$ cat config.mk
export PLATFORM = sky130hd
export DESIGN_NAME = dmem_arbiter
export DESIGN_NICKNAME = d
export VERILOG_FILES = /design/src/rtl/dmem_arbiter.sv
export SDC_FILE = /design/constraint.sdc
export NUM_CORES = 1
export LEC_CHECK = 0
export BUFFER_PORTS_ARGS = -buffer_cell sky130_fd_sc_hd__buf_4
export CORE_AREA = 3 3 107 109
export DETAILED_ROUTE_END_ITERATION = 7
export DIE_AREA = 0 0 110 112
export GPL_ROUTABILITY_DRIVEN = 0
export PLACE_DENSITY_LB_ADDON = 0.15
export SYNTH_ARGS = -nofsm -noshare
export SYNTH_HDL_FRONTEND = slang
export SYNTH_SLANG_ARGS = --single-unit
$ cat constraint.sdc
create_clock -name clk_in -period 2.75 [get_ports clk_in]
set_input_delay 0.275 -clock clk_in [delete_from_list [all_inputs] [get_ports clk_in]]
set_output_delay 0.275 -clock clk_in [all_outputs]
set_load 0.03 [all_outputs]
$ cat src/rtl/dmem_arbiter.sv
// Round-robin arbiter sharing one word-addressed data memory between the CPU data port (0)
// and the loader port (1); translates data-segment byte addresses and rejects illegal ones.
module dmem_arbiter #(
  parameter logic [31:0] DATA_BASE = 32'h1001_0000,
  parameter int          ADDR_W    = 10
) (
  input  logic              clk_in,
  input  logic              reset,
  input  logic              m0_req,
  input  logic              m0_we,
  input  logic [31:0]       m0_addr,
  input  logic [31:0]       m0_wdata,
  output logic              m0_ready,
  output logic [31:0]       m0_rdata,
  output logic              m0_err,
  input  logic              m1_req,
  input  logic              m1_we,
  input  logic [31:0]       m1_addr,
  input  logic [31:0]       m1_wdata,
  output logic              m1_ready,
  output logic [31:0]       m1_rdata,
  output logic              m1_err,
  output logic              DM_ena,
  output logic              DM_R,
  output logic              DM_W,
  output logic [ADDR_W-1:0] dm_addr,
  output logic [31:0]       dm_wdata,
  input  logic [31:0]       dm_rdata,
  output logic              busy
);

  typedef enum logic [1:0] {IDLE, ACCESS, RESP, ERR} state_t;

  state_t            state, state_next;
  logic              last_grant;
  logic              sel;
  logic              we;
  logic [ADDR_W-1:0] word_idx;
  logic [31:0]       wdata;
  logic [31:0]       resp_data;

  logic              grant_any;
  logic              grant_sel;
  logic [31:0]       req_addr;
  logic [31:0]       req_offset;
  logic              req_legal;
  logic              in_access;
  logic              responding;
  logic [31:0]       rsp_data;

  // Arbitration and address check are evaluated on the live inputs of the port being granted;
  // only the resulting word index is latched, so later changes on the request side are ignored.
  always_comb begin
    grant_any  = m0_req | m1_req;
    grant_sel  = (m0_req && m1_req) ? ~last_grant : m1_req;
    req_addr   = grant_sel ? m1_addr : m0_addr;
    req_offset = req_addr - DATA_BASE;
    req_legal  = (req_offset[1:0] == 2'b00) && (req_offset[31:ADDR_W+2] == '0);
  end

  always_comb begin
    state_next = state;
    case (state)
      IDLE:    if (grant_any) state_next = req_legal ? ACCESS : ERR;
      ACCESS:  state_next = RESP;
      RESP:    state_next = IDLE;
      ERR:     state_next = IDLE;
      default: state_next = IDLE;
    endcase
  end

  always_ff @(posedge clk_in or posedge reset) begin
    if (reset) begin
      state      <= IDLE;
      last_grant <= 1'b1;
      sel        <= 1'b0;
      we         <= 1'b0;
      word_idx   <= '0;
      wdata      <= '0;
      resp_data  <= '0;
    end else begin
      state <= state_next;
      if (state == IDLE && grant_any) begin
        sel        <= grant_sel;
        last_grant <= grant_sel;
        we         <= grant_sel ? m1_we : m0_we;
        word_idx   <= req_offset[ADDR_W+1:2];
        wdata      <= grant_sel ? m1_wdata : m0_wdata;
        resp_data  <= '0;
      end
      if (state == ACCESS && !we) begin
        resp_data <= dm_rdata;
      end
    end
  end

  // All outputs decode from registered state, so an asynchronous reset clears them at once.
  always_comb begin
    in_access  = (state == ACCESS);
    responding = (state == RESP) || (state == ERR);
    rsp_data   = (state == RESP && !we) ? resp_data : 32'h0;

    DM_ena   = in_access;
    DM_R     = in_access & ~we;
    DM_W     = in_access & we;
    dm_addr  = in_access ? word_idx : '0;
    dm_wdata = in_access ? wdata : 32'h0;

    m0_ready = responding & ~sel;
    m0_err   = (state == ERR) & ~sel;
    m0_rdata = sel ? 32'h0 : rsp_data;
    m1_ready = responding & sel;
    m1_err   = (state == ERR) & sel;
    m1_rdata = sel ? rsp_data : 32'h0;

    busy = (state != IDLE);
  end

endmodule

**Word level (Yosys, flattened, before mapping)**

Cells that the tools add are included.
W data, S select, Z words.

- Logic and storage cells: 49
- Input port bits: 166
- Bits in registers: 79

- Add/sub/neg operators: 1
- Bitwise logic cells: 10
- Mux-type cells: 14
- Reductions and logical operators: 13
- Eq/ne operators: 4

Operators by type and width:

| kind | number |
|---|---|
| $mux W32 | 8 |
| $sub A32 B29 Y32 const B | 1 |
| $logic_not A20 Y1 | 1 |
| $mux W10 | 1 |
| $and A1 B1 Y1 | 6 |
| $pmux W2 S3 | 1 |
| $logic_and A1 B1 Y1 | 5 |
| $eq A2 B2 Y1 const B | 2 |
| $logic_not A2 Y1 | 2 |
| $mux W2 | 2 |
| $reduce_bool A2 Y1 | 2 |
| $not A1 Y1 | 3 |
| $eq A2 B1 Y1 const B | 1 |
| $mux W1 | 2 |
| $ne A2 B2 Y1 const B | 1 |
| $reduce_or A2 Y1 | 1 |
| $logic_not A1 Y1 | 1 |
| $logic_or A1 B1 Y1 | 1 |
| $or A1 B1 Y1 | 1 |

**Logic depth before layout (Yosys ltp)**

- Depth in word-level cells: 9
- Mapped depth: 8

**Worst setup path before layout**

OpenSTA, ideal clock, no wires.

- Path kind: register to output
- Start: register state[1]
- End: output port m1_rdata[10]
- Data arrival time: 1600 ps
- Stages on the path, launching flop included: 5
- Slack: 875 ps
- Data required time: 2475 ps
- Cells stage by stage: dfrtp_1 > and2_1 > nor3b_2 > clkbuf_1 > and2_1

- Longest elaborated chain between the ends: 4

RTL lines:

| item | line | source |
|---|---|---|
| from (decl) | 34 | `state_t state, state_next;` |
| from (signal assigned) | 82 | `state <= state_next;` |
| $eq A2 B2 Y1 | 101 | `rsp_data = (state == RESP && !we) ? resp_data : 32'h0;` |
| $logic_and A1 B1 Y1 | 101 |  |
| $mux W32 | 101 |  |
| $mux W32 | 114 | `m1_rdata = sel ? rsp_data : 32'h0;` |
| to (decl) | 21 | `output logic [31:0] m1_rdata,` |

Every way passes these cells.

**Worst setup path in the final report**

- Start: register state[0]
- End: output port DM_R

- Longest elaborated chain between the ends: 2

RTL lines:

| item | line | source |
|---|---|---|
| $eq A2 B1 Y1 | 99 | `in_access = (state == ACCESS);` |
| $and A1 B1 Y1 | 104 | `DM_R = in_access & ~we;` |
| to (decl) | 24 | `output logic DM_R,` |

Every way passes these cells.

==> impl_metrics.json <==
{
  "grt_max_degree": 36,
  "synth-warning-count": 0,
  "wl_per_cell_um": 15.8,
  "period_share_pct": 85.4,
  "powerDensity_nw_per_um2": 771,
  "clk_latency_ns": 0.35,
  "critPathBufInv": 1,
  "power_frac_comb_pct": 45.6,
  "placementRows": 38,
  "dp_hpwl_um": 10600,
  "drt_iter0_markers": 217,
  "portBuffers": 279,
  "postLayoutCellArea_um2": 6610,
  "yosysSeqAreaShare_pct": 46.4,
  "pwr-share-seq_pct": 38.7,
  "hold_class": "primary input to flop",
  "grt_pass1_vias": 4003,
  "cts.sinks": 79,
  "fin_nets": 858,
  "cp_slowest_stage_delay_ns": 0.54,
  "clk_pin_slew_worst_paths_ns": 0.09,
  "drv_cap": 0,
  "cts-root-buf": "clkbuf_8",
  "yosysUniqueCellTypes": 33,
  "syn_avg_cell_area_um2": 10.0,
  "required_ns": 2.48,
  "place_area_um2": 6420,
  "numCtsBuffers": 9,
  "die_w_um": 110,
  "antenna_found_initial": 0,
  "synth_nets": 591,
  "slew_viol_final": 0,
  "final-seq-area_um2": 1980,
  "cp_top_family": "simple AND/OR/NAND/NOR gates",
  "path_max_fanout": 18,
  "cellLeakagePower_uw": 0.00337,
  "synthCells": 425,
  "clock_power_share_pct": 15.6,
  "outcome": "finished clean",
  "p_int_uw": 2980,
  "peakVddDrop_mv": 0.365,
  "post-cts-setup-buffers": 0,
  "cp_cell_sequence": "nor2b_4 -> nor2b_4 -> buf_4",
  "fmax_ghz": 0.426,
  "holdWs_ns": 0.138,
  "end_kind": "primary output",
  "dieArea_um2": 12300,
  "cts_max_level": 3,
  "multi_input_area_um2": 2070,
  "totalWireLength_um": 13200,
  "cts_tree": "done",
  "drtPass1Iterations": 4,
  "core_um2": 10700,
  "drive_gt1_share_pct": 45.2,
  "crit_top_cell": "nor2b_4",
  "drc_errors": 0,
  "hold_viol": 0,
  "worstSetupPathType": "flop to primary output",
  "ant_nets": 0,
  "grt_overflow": 0,
  "setup_viol": 0,
  "arrival_ns": 2.07,
  "yosys.area.top_type": "dfrtp_1",
  "synth_seq_cells": 79,
  "synth.top_cell.area_share_pct": 45.8,
  "grt_pass1_wl_um": 20400,
  "p_sw_share_pct": 41.4,
  "rsz0062_at_grt": "false",
  "dp_cells": 820,
  "cts_resized": 0,
  "cts.path.max_buffers": 2,
  "syn_area_um2": 4270,
  "synthTopCellsByArea": "dfrtp_1, and2_1, mux2i_1",
  "track_usage_pct": 21.2,
  "start_util_pct": 39.9,
  "fin_skew_ns": 0.0103,
  "layout.cells.non_filler": 837,
  "areaGrowthSynthToFinish_pct": 54.9,
  "vias": 3997,
  "fin_crit_ns": 2.35,
  "die_y_um": 112,
  "relSlewSlack_pct": 60.5,
  "crit_slowest_cell": "dfrtp_1",
  "antenna_cells": 0,
  "cp-start-kind": "flop",
  "fillers": 920,
  "finish.utilization_pct": 61.7,
  "switching_power_uw": 2110,
  "ios": 280,
  "viasPerCell": 4.78,
  "worst_pin_slew_ns": 0.591,
  "tns_ns": 0
}
[area by class of cell]
class	count	share of cell area, %
repair buffers	290	33.2
multi-input cells	309	31.3
flip-flops and latches	79	29.9
well taps	140	2.65
clock buffers	9	1.88
clock inverters	7	0.833
inverters	3	0.189
[cell families (layout without fill, tap and decap cells)]
kind of cell           count (synthesis)  after routing  synth area share [%]
multiplexers                          43             43                  10.1
buffers and inverters                 37            309                  5.57
AND/OR/NAND/NOR                      184            184                  25.3
flip-flops                            79             79                  46.4
AO/OA/AOI/OAI                         82             82                  12.6
[worst paths after layout]
check                                         start                         to  slack (ns)  depth (start not counted)
max                            state[0]$_DFFE_PP0P_                       DM_R        0.40                          3
min                                          m0_req     last_grant$_DFFE_PP1P_        0.14                          2
max reg2reg                    state[0]$_DFFE_PP0P_  resp_data[22]$_DFFE_PP0P_        0.75                          4
min reg2reg                resp_data[6]$_DFFE_PP0P_   resp_data[6]$_DFFE_PP0P_        0.52                          1
max in group asynchronous                     reset  resp_data[27]$_DFFE_PP0P_        1.56                          4
min in group asynchronous                     reset      wdata[15]$_DFFE_PP0P_        0.46                          3
[placed cells by master (no fill, tap or decap), types with 2 or more instances in the layout]
cell type     n
inv_6         4
nor3b_2       2
nor4_1        7
nor2_1       45
clkinv_2      2
mux2i_1      43
buf_4       288
nand4_1       2
clkbuf_8      9
a22o_1       32
nor3_1        4
and2_1      109
nand2_1       3
clkinvlp_4    2
nor4b_1       2
inv_1         2
dfrtp_1      78
nor2b_4       2
a21oi_1      45
[layer usage]
layer	track usage, %	part of all wire, %	vias up
met5	0	0	-
met4	6.15	1.9	0
met3	5.62	8.4	17
met2	36.5	50	171
met1	25.8	39	1828
li1	-	-	1981
[power by group through the flow]
stage / Combinational, uW / Clock [uW] / Sequential [uW]
after floorplan: 1680 / 0 / 1860
after global placement: 2290 / 0 / 1970
after detailed placement: 2350 / 0 / 1990
after CTS: 2360 / 826 / 1970
after global routing: 2550 / 876 / 2040
final: 2320 / 796 / 1970
[synthesized netlist by cell type]
cell      count
nor3_1        4
o21ai_0       1
dfrtp_1      78
a22o_1       32
buf_4        11
nor2_2        1
nor3b_2       2
buf_2         7
clkbuf_2      3
a21boi_1      1
mux2i_1      43
nor2_8        1
nor2_1       45
or4_1         1
buf_6         6
inv_1         3
a21oi_1      45
nor4_1        7
dfstp_2       1
nor2b_4       2
nor4b_1       2
nand2b_1      1
and4b_1       1
nand4_1       2
o22ai_1       1
and2_1      109
o21a_1        1
and3b_1       1
and2b_1       1
a31oi_1       1
and3_1        1
clkbuf_1      7
nand2_1       3
[registers in the layout, indices dropped and copies added, names as in the netlist]
register	count
resp_data	32
wdata	32
word_idx	10
state	2
last_grant	1
sel	1
we	1
[repair_timing]
item                                    CTS  global route
endpoints found under the hold margin    19             0
hold buffers                              1             0
endpoints found under the setup margin    0             0
[metrics by stage]
stage               setup slack (ns)  power (uW)
floorplan                      0.453        3540
global placement               0.837        4260
detailed placement             0.752        4340
CTS                            0.355        5160
global route                   0.237        5470
finish                         0.401        5090
(Power assumes the default switching activity.)
